===== config.mk =====
export PLATFORM = sky130hd
export DESIGN_NAME = vexriscv_io_regs
export DESIGN_NICKNAME = d
export VERILOG_FILES = /design/src/rtl/vexriscv_io_regs.sv
export SDC_FILE = /design/constraint.sdc
export NUM_CORES = 1
export LEC_CHECK = 0
export ABC_AREA = 1
export ABC_CLOCK_PERIOD_IN_PS = 1700
export BUFFER_PORTS_ARGS = -buffer_cell sky130_fd_sc_hd__buf_2
export CELL_PAD_IN_SITES_DETAIL_PLACEMENT = 0
export CELL_PAD_IN_SITES_GLOBAL_PLACEMENT = 1
export CORE_UTILIZATION = 40
export DETAILED_ROUTE_END_ITERATION = 8
export HOLD_SLACK_MARGIN = 0.12
export PLACE_DENSITY = 0.86
export SYNTH_ARGS = -nofsm -noshare
export SYNTH_HDL_FRONTEND = slang
export SYNTH_SLANG_ARGS = --single-unit

===== constraint.sdc =====
create_clock -name clk -period 1.7 [get_ports clk]
set_input_delay 0.085 -clock clk [delete_from_list [all_inputs] [get_ports clk]]
set_output_delay 0.085 -clock clk [all_outputs]
set_load 0.005 [all_outputs]

===== src/rtl/vexriscv_io_regs.sv =====
// rtl/vexriscv_io_regs.sv - memory-mapped GPIO, edge event, timer and PWM registers for the dBus IO region
module vexriscv_io_regs #(
  parameter int          WL         = 32,
  parameter int          N_OUT      = 4,
  parameter int          N_IN       = 8,
  parameter int          N_PWM      = 2,
  parameter int          PWM_CNT_WL = 16,
  parameter logic [31:0] ID_VALUE   = 32'h10B0_0001
) (
  input  logic             clk,
  input  logic             reset,
  input  logic             io_sel,
  input  logic             dBus_cmd_valid,
  input  logic             dBus_cmd_payload_wr,
  input  logic [WL-1:0]    dBus_cmd_payload_address,
  input  logic [WL-1:0]    dBus_cmd_payload_data,
  input  logic [1:0]       dBus_cmd_payload_size,
  output logic             dBus_rsp_ready,
  output logic             dBus_rsp_error,
  output logic [WL-1:0]    dBus_rsp_data,
  input  logic [N_IN-1:0]  gpio_in,
  output logic [N_OUT-1:0] gpio_out,
  output logic [N_PWM-1:0] pwm_out,
  output logic             timer_irq,
  output logic             ext_irq
);

  localparam int LAST_IDX = 8 + N_PWM;

  logic                  acc, wr_acc, rd_acc;
  logic [3:0]            idx;
  logic [3:0]            bmask;
  logic [WL-1:0]         wmask;
  logic                  we_out, we_evt, we_en, we_tmr, we_cmp, we_per;
  logic [N_PWM-1:0]      we_duty;
  logic [N_IN-1:0]       sync1, sync2, sync3, rise, evt_clr;
  logic [N_IN-1:0]       event_r, irq_en;
  logic [31:0]           timer, timer_cmp;
  logic [PWM_CNT_WL-1:0] period, pwm_cnt;
  logic [PWM_CNT_WL-1:0] shadow [N_PWM];
  logic [PWM_CNT_WL-1:0] active [N_PWM];
  logic [PWM_CNT_WL-1:0] duty_nxt [N_PWM];
  logic                  wrap;
  logic [WL-1:0]         rdata;
  logic                  rerr;
  logic                  unused_addr;

  function automatic logic [WL-1:0] merge(input logic [WL-1:0] old_v,
                                          input logic [WL-1:0] new_v,
                                          input logic [WL-1:0] m);
    return (old_v & ~m) | (new_v & m);
  endfunction

  assign acc    = dBus_cmd_valid && io_sel;
  assign wr_acc = acc && dBus_cmd_payload_wr;
  assign rd_acc = acc && !dBus_cmd_payload_wr;
  assign idx    = dBus_cmd_payload_address[5:2];
  assign unused_addr = ^dBus_cmd_payload_address[WL-1:6];

  always_comb begin
    case (dBus_cmd_payload_size)
      2'd0:    bmask = 4'b0001 << dBus_cmd_payload_address[1:0];
      2'd1:    bmask = 4'b0011 << dBus_cmd_payload_address[1:0];
      default: bmask = 4'b1111;
    endcase
    wmask = '0;
    for (int b = 0; b < 4; b++) wmask[8*b +: 8] = {8{bmask[b]}};
  end

  always_comb begin
    we_out = wr_acc && (idx == 4'd1);
    we_evt = wr_acc && (idx == 4'd3);
    we_en  = wr_acc && (idx == 4'd4);
    we_tmr = wr_acc && (idx == 4'd5);
    we_cmp = wr_acc && (idx == 4'd6);
    we_per = wr_acc && (idx == 4'd8);
    for (int k = 0; k < N_PWM; k++) begin
      we_duty[k]  = wr_acc && (idx == 4'(9 + k));
      duty_nxt[k] = we_duty[k]
                  ? PWM_CNT_WL'(merge(WL'(shadow[k]), dBus_cmd_payload_data, wmask))
                  : shadow[k];
    end
  end

  // Two-flop synchroniser plus a delay flop for rising-edge detection
  always_ff @(posedge clk) begin
    if (reset) begin
      sync1 <= '0;
      sync2 <= '0;
      sync3 <= '0;
    end else begin
      sync1 <= gpio_in;
      sync2 <= sync1;
      sync3 <= sync2;
    end
  end

  assign rise    = sync2 & ~sync3;
  assign evt_clr = we_evt ? N_IN'(dBus_cmd_payload_data & wmask) : '0;

  always_ff @(posedge clk) begin
    if (reset) begin
      gpio_out  <= '0;
      event_r   <= '0;
      irq_en    <= '0;
      timer     <= '0;
      timer_cmp <= 32'hFFFF_FFFF;
      timer_irq <= 1'b0;
      ext_irq   <= 1'b0;
    end else begin
      if (we_out) gpio_out <= N_OUT'(merge(WL'(gpio_out), dBus_cmd_payload_data, wmask));
      if (we_en)  irq_en   <= N_IN'(merge(WL'(irq_en), dBus_cmd_payload_data, wmask));
      // a new edge wins over a simultaneous clear of the same bit
      event_r <= (event_r & ~evt_clr) | rise;
      if (we_tmr) timer <= 32'(merge(WL'(timer), dBus_cmd_payload_data, wmask));
      else        timer <= timer + 32'd1;
      if (we_cmp) timer_cmp <= 32'(merge(WL'(timer_cmp), dBus_cmd_payload_data, wmask));
      timer_irq <= (timer >= timer_cmp);
      ext_irq   <= |(event_r & irq_en);
    end
  end

  // With PERIOD = 0 the counter wraps every cycle, so duty writes take effect at once
  assign wrap = (pwm_cnt >= period);

  always_ff @(posedge clk) begin
    if (reset) begin
      period  <= '0;
      pwm_cnt <= '0;
      for (int k = 0; k < N_PWM; k++) begin
        shadow[k] <= '0;
        active[k] <= '0;
      end
    end else begin
      if (we_per) period <= PWM_CNT_WL'(merge(WL'(period), dBus_cmd_payload_data, wmask));
      for (int k = 0; k < N_PWM; k++) begin
        if (we_duty[k]) shadow[k] <= duty_nxt[k];
      end
      if (we_per || wrap) begin
        pwm_cnt <= '0;
        for (int k = 0; k < N_PWM; k++) active[k] <= duty_nxt[k];
      end else begin
        pwm_cnt <= pwm_cnt + 1'b1;
      end
    end
  end

  always_comb begin
    pwm_out = '0;
    for (int k = 0; k < N_PWM; k++) pwm_out[k] = (pwm_cnt < active[k]);
  end

  always_comb begin
    rdata = '0;
    rerr  = 1'b0;
    case (idx)
      4'd0: rdata = WL'(ID_VALUE);
      4'd1: rdata[N_OUT-1:0] = gpio_out;
      4'd2: rdata[N_IN-1:0] = sync2;
      4'd3: rdata[N_IN-1:0] = event_r;
      4'd4: rdata[N_IN-1:0] = irq_en;
      4'd5: rdata[31:0] = timer;
      4'd6: rdata[31:0] = timer_cmp;
      4'd7: rdata[1:0] = {ext_irq, timer_irq};
      4'd8: rdata[PWM_CNT_WL-1:0] = period;
      default: begin
        rerr = (idx > 4'(LAST_IDX));
        for (int k = 0; k < N_PWM; k++) begin
          if (idx == 4'(9 + k)) rdata[PWM_CNT_WL-1:0] = shadow[k];
        end
      end
    endcase
  end

  always_ff @(posedge clk) begin
    if (reset) begin
      dBus_rsp_ready <= 1'b0;
      dBus_rsp_error <= 1'b0;
      dBus_rsp_data  <= '0;
    end else begin
      dBus_rsp_ready <= rd_acc;
      dBus_rsp_error <= rd_acc && rerr;
      dBus_rsp_data  <= rd_acc ? rdata : '0;
    end
  end

endmodule


==> metrics.txt, run 1 <==
Setup Skew roughly 0.0084 ns; Netlist cell types 45; CP startpoint kind flop; Root Driver clkbuf_16; WP data arrival roughly 2.3 ns; Post-synth EDFFs 64; HP Class primary input to flop; Filler cells 2858; dpl ws -0.159 ns; via/cell ratio 5.24; cell count after synthesis 1663; Nets about 2100; most frequent cells in the layout nand2_1 (326), inv_1 (246), buf_4 (152); largest net degree at the start of global routing between 40 and 50; Ant. Diodes 0; Endpoint, Worst Hold dBus_rsp_data[3]$_SDFF_PP0_; R2R Setup Slk -0.36 ns; Period minus WS final between 2 and 2.5 ns; RR Endpoint active[0][10]$_SDFFCE_PN0P_; ys flop type dfxtp_1; synthesis-stage register bit count 240; number of global-route vias before repair around 12000; Row Count 64; commonest non-fill, non-tap cell in the layout nand2_1; I/O pin cnt between 100 and 150; total power roughly 13 mW; Pins Over Slew Limit 0; die width between 150 and 200 um; RSZ-0062 raised after global routing true; Max Cap Viol 0; register area share after synthesis between 40% and 50%; average size of a mapped cell 7.64 um2; final core utilization 56.0%; Clk pin slew, worst setup/hold paths 0.07 ns; Post-DP Area about 0.015 mm2; RR Startpoint pwm_cnt[4]$_SDFF_PP0_; GR Util All Layers about a quarter; WL per Instance roughly 18 um; layout cells sized above 1 26.6%; synth warn 0; Setup WS post-layout -0.357 ns; hold path start io_sel; initial antenna violation count 0; gpl congestion ~0.94; worst-path maximum fanout 6; die area roughly 0.032 mm2; core area between 0.03 and 0.04 mm2; Worst R2R Path Depth 12; Worst slew margin between 60% and 70%; total gr overflow 0; area delta synth->final 36.1%; H-Tree Depth 1; peak supply drop between 0.8 and 0.9 mV; Total Wirelength between 40000 and 50000 um; Async SR Flop Fraction 0%; Detailed Routing Iterations Pass 1 5; Hold Slack 0.135 ns; number of DRC markers in iteration 0 ~950; fin area approximately 0.017 mm2; P_leak 7.79 nW; starting density of the core between 40% and 50%; via count ~13000; Final Hold Vio Count 0; ANT nets after route 0; Slew @ Worst Pin about 0.55 ns; failing checks negative setup slack; Sink Count 240; Setup crit end kind flop; status finished, violations left; Mapped Nets approximately 1800; hpwl dp 30800 um; fmax between 0.4 and 0.5 GHz; synthesized cell area between 0.01 and 0.015 mm2; number of CTS-inserted buffers 28; die height around 180 um; hold path depth 6; count of input and output buffers 94; CTS tree yes; first-pass GRT wire length roughly 67000 um; fin crit share 121%; power per cell area slightly below 800 mW/mm2; crit path kind flop to flop; drc violations 0; final setup fails 82; Longest Clk Path Bufs 3; Critical Path RT about 2.0 ns; Skew-Pair Late Insertion Delay roughly 0.55 ns
## repair_timing
action,in CTS,in global routing
pin swaps,11,27
setup buffers,14,9
hold buffers,51,0
setup endpoints to repair,86,155
gates cloned,7,2
resized for setup,62,158
hold endpoints to repair,152,0
## worst max-delay path by stage
stage | start | to | slack [ns] | depth (start not counted)
5_1_grt | pwm_cnt[5]$_SDFF_PP0_ | active[0][26]$_SDFFCE_PN0P_ | -0.44 | 13
3_5_place_dp | flop | active[0][22]$_SDFFCE_PN0P_ | -0.16 | 12
4_1_cts | pwm_cnt[5]$_SDFF_PP0_ | pwm_out[0] | -0.36 | 8
3_3_place_gp | flop | active[0][22]$_SDFFCE_PN0P_ | -0.14 | 12
2_1_floorplan | flop | active[0][16]$_SDFFCE_PN0P_ | 0.001 | 12
6_report | pwm_cnt[4]$_SDFF_PP0_ | active[0][10]$_SDFFCE_PN0P_ | -0.36 | 12
## cell usage after synthesis (7+ instances only)
cell type	number	share of area, %
nand2_1	339	10
inv_1	252	7.4
nor2_1	212	6.3
dfxtp_1	176	28
a21oi_1	115	4.5
o21ai_0	93	3.7
ha_1	80	7.9
edfxtp_1	64	15
nand3_1	62	2.4
o22ai_1	35	1.7
o221ai_1	33	2.3
clkbuf_1	21	0.62
buf_2	15	0.59
nand4_1	14	0.69
o211ai_1	13	0.77
inv_2	12	0.35
a221oi_1	11	0.76
nand2_2	11	0.54
xor2_1	11	0.76
a31oi_1	10	0.49
nor3_1	10	0.39
o21ai_1	9	0.35
buf_6	8	0.71
nand3b_1	7	0.41
nor2_2	7	0.34
## per-stage QoR
stage / std cells / setup TNS (ns)
final: 2390 / -19.00
after global routing: 2390 / -26.99
after CTS: 2388 / -23.78
after detailed placement: 2264 / -7.60
after global placement: 2264 / -5.55
after floorplan: 1663 / 0
## kinds of logic after synthesis
logic type	after synthesis	share of synthesized area (%)
AO/OA/AOI/OAI	338	15.9
XOR/XNOR	15	1.03
adder cells (fa/ha/maj)	80	7.87
buffers and inverters	314	10.0
flip-flops	240	42.8
AND/OR/NAND/NOR	676	22.3
## per-layer routing
layer	GRT usage, %	wire length, um	vias up
li1	-	-	6125
met1	33.7	18500	5908
met5	0	0	-
met4	6.74	1120	0
met2	45.3	20600	417
met3	3.21	2510	79
## area by class of cell
| type | instances | area (um2) | share of cell area [%] |
|---|---|---|---|
| inverters | 265 | 1000 | 5.81 |
| well taps | 396 | 495 | 2.86 |
| flip-flops and latches | 240 | 5490 | 31.7 |
| repair inverters | 1 | 7.51 | 0.0434 |
| clock buffers | 28 | 701 | 4.05 |
| repair buffers | 326 | 2610 | 15.1 |
| multi-input cells | 1110 | 6740 | 39.0 |
| clock inverters | 24 | 248 | 1.43 |
## power by group
group	leakage, nW	internal [mW]	switching, mW
Sequential	2.15	5.99	0.0543
Combinational	5.18	0.485	0.718
Clock	0.463	3.53	2.68
Total	7.79	10.0	3.45
## worst max-delay path: stages (launching register included)
cell	delay, ns
dfxtp_2	0.33
buf_6	0.12
ha_4	0.26
nand2_2	0.05
nor2_2	0.12
and2_4	0.14
nor2_1	0.04
nand3_1	0.10
nand2_2	0.08
buf_6	0.13
nand3_4	0.14
buf_12	0.15
buf_12	0.11
Power figures use the tool's default switching activity.
==> inputs of run 2 (changes only) <==
- CORE_MARGIN: not set -> 2
==> metrics.txt, run 2 (synthesized netlist as in run 1, its figures left out) <==
commonest non-fill, non-tap cell in the layout nand2_1; die height 182 um; CTS tree yes; Buf/Inv on CP 2; most frequent cells in the layout nand2_1 (332), inv_1 (243), buf_4 (167); Filler cells 2952; Total Wirelength just over 40000 um; Sw Ratio approximately 24%; WP data arrival 2.01 ns; GR Util All Layers ~24%; Sequential Power Share 46.3%; crit path kind flop to output port; final setup fails between 80 and 90; Setup Skew 0.0116 ns; crit-path cells buf_4 -> ha_1 -> nand2_1 -> o21a_1 -> o221ai_1 -> a21oi_1 -> buf_2; Largest delay share family, worst path compound AO/OA/AOI/OAI gates; layout cells sized above 1 between 20% and 30%; Row Count 65; Nets around 2100; worst-path maximum fanout 5; gpl congestion between 0.9 and 1; first-pass GRT wire length 64200 um; Clock Power Share about 45%; via count about 12000; area delta synth->final 34.3%; initial antenna violation count 0; number of CTS-inserted buffers 28; Sink Count between 200 and 250; Max Cap Viol 0; RSZ-0062 raised after global routing true; Post-DP Area 0.0149 mm2; largest net degree at the start of global routing 58; Period minus WS final approximately 2.1 ns; via/cell ratio a little over 5; failing checks negative setup slack; P_leak between 7 and 8 nW; number of DRC markers in iteration 0 roughly 1000; Longest Clk Path Bufs 3; Pint a little under 10 mW; Setup WS post-layout -0.392 ns; Final Hold Vio Count 0; Slew @ Worst Pin 0.814 ns; total power about 13 mW; Crit path largest cell delay 0.35 ns; Setup crit end kind output port; ANT nets after route 0; Clk pin slew, worst setup/hold paths roughly 0.060 ns; Pins Over Slew Limit 0; Psw about 3.2 mW; fin area 0.0171 mm2; Comb power frac roughly 8.9%; Crit-path slowest cell dfxtp_1; H-Tree Depth 1; WL per Instance ~17 um; I/O pin cnt between 100 and 150; starting density of the core around 40%; drc violations 0; Ant. Diodes 0; hpwl dp 30100 um; die area ~0.033 mm2; die width ~180 um; Critical Path RT approximately 1.6 ns; peak supply drop between 0.5 and 0.6 mV; power per cell area between 700 and 800 mW/mm2; Detailed Routing Iterations Pass 1 5; Worst slew margin between 40 and 50%; total gr overflow 0; count of input and output buffers 94; status finished, violations left; Root Driver clkbuf_16; fmax roughly 0.48 GHz; number of global-route vias before repair 12100; Skew-Pair Late Insertion Delay 0.55 ns; core area between 0.03 and 0.04 mm2; Final TNS setup -23.70 ns; CP startpoint kind flop; fin crit share 123%; HP Class primary input to flop
[run 2: timing repair]
action | 4_1_cts | 5_1_grt
setup endpoints to repair | 76 | 117
hold buffers | 49 | 3
gates cloned | 6 | 0
pin swaps | 16 | 18
setup buffers | 15 | 6
gates resized for setup | 63 | 96
hold endpoints to repair | 135 | 1
[run 2: layout make-up]
class	instances	area (um2)	share of cell area (%)
sequential	240	5480	32.1
clock buffer	36	783	4.59
clock inverter	16	105	0.616
multi-input combinational	1109	6510	38.1
timing repair buffer	339	2690	15.8
tap	402	503	2.95
inverter	265	997	5.84
[run 2: worst register-to-register path, delay by kind of cell, from the launching register on]
family | cells | cell delay [ns]
flip-flops | 1 | 0.32
adder cells (fa/ha/maj) | 1 | 0.28
AND/OR/NAND/NOR | 7 | 0.66
buffers and inverters | 4 | 0.57
[run 2: final timing paths]
path	slack [ns]	endpoint	startpoint	depth (start not counted)
worst max register to register	-0.36	active[0][18]$_SDFFCE_PN0P_	pwm_cnt[4]$_SDFF_PP0_	12
worst min register to register	0.40	sync2[7]$_SDFF_PP0_	sync1[7]$_SDFF_PP0_	2
worst min-delay path	0.13	flop	dBus_cmd_payload_address[1]	6
worst max-delay path	-0.39	pwm_out[0]	pwm_cnt[10]$_SDFF_PP0_	7
[run 2: power by group through the flow]
stage / logic (mW) / registers [mW] / clock network (mW)
CTS: 1.13 / 6.05 / 5.91
global route: 1.27 / 6.06 / 6.17
detailed placement: 0.945 / 6.17 / 0
floorplan: 0.512 / 6.16 / 0
global placement: 0.929 / 6.17 / 0
finish: 1.16 / 6.05 / 5.85
[run 2: through the flow]
stage	hold slack [ns]	setup WS, ns	util [%]	instances
after floorplan	0.168	0.00127	-	1663
after global placement	0.286	-0.137	47.4	2283
after detailed placement	0.295	-0.166	47.4	2283
after CTS	0.130	-0.409	53.5	2403
after global routing	0.136	-0.475	54.4	2407
final	0.134	-0.392	54.4	2407
[run 2: metal layers]
layer | GRT usage, % | share of wire, % | up-vias
li1 | - | - | 6132
met1 | 32.0 | 43 | 5858
met4 | 8.06 | 3.8 | 0
met5 | 0 | 0 | -
met3 | 2.55 | 5.6 | 94
met2 | 41.8 | 47 | 411
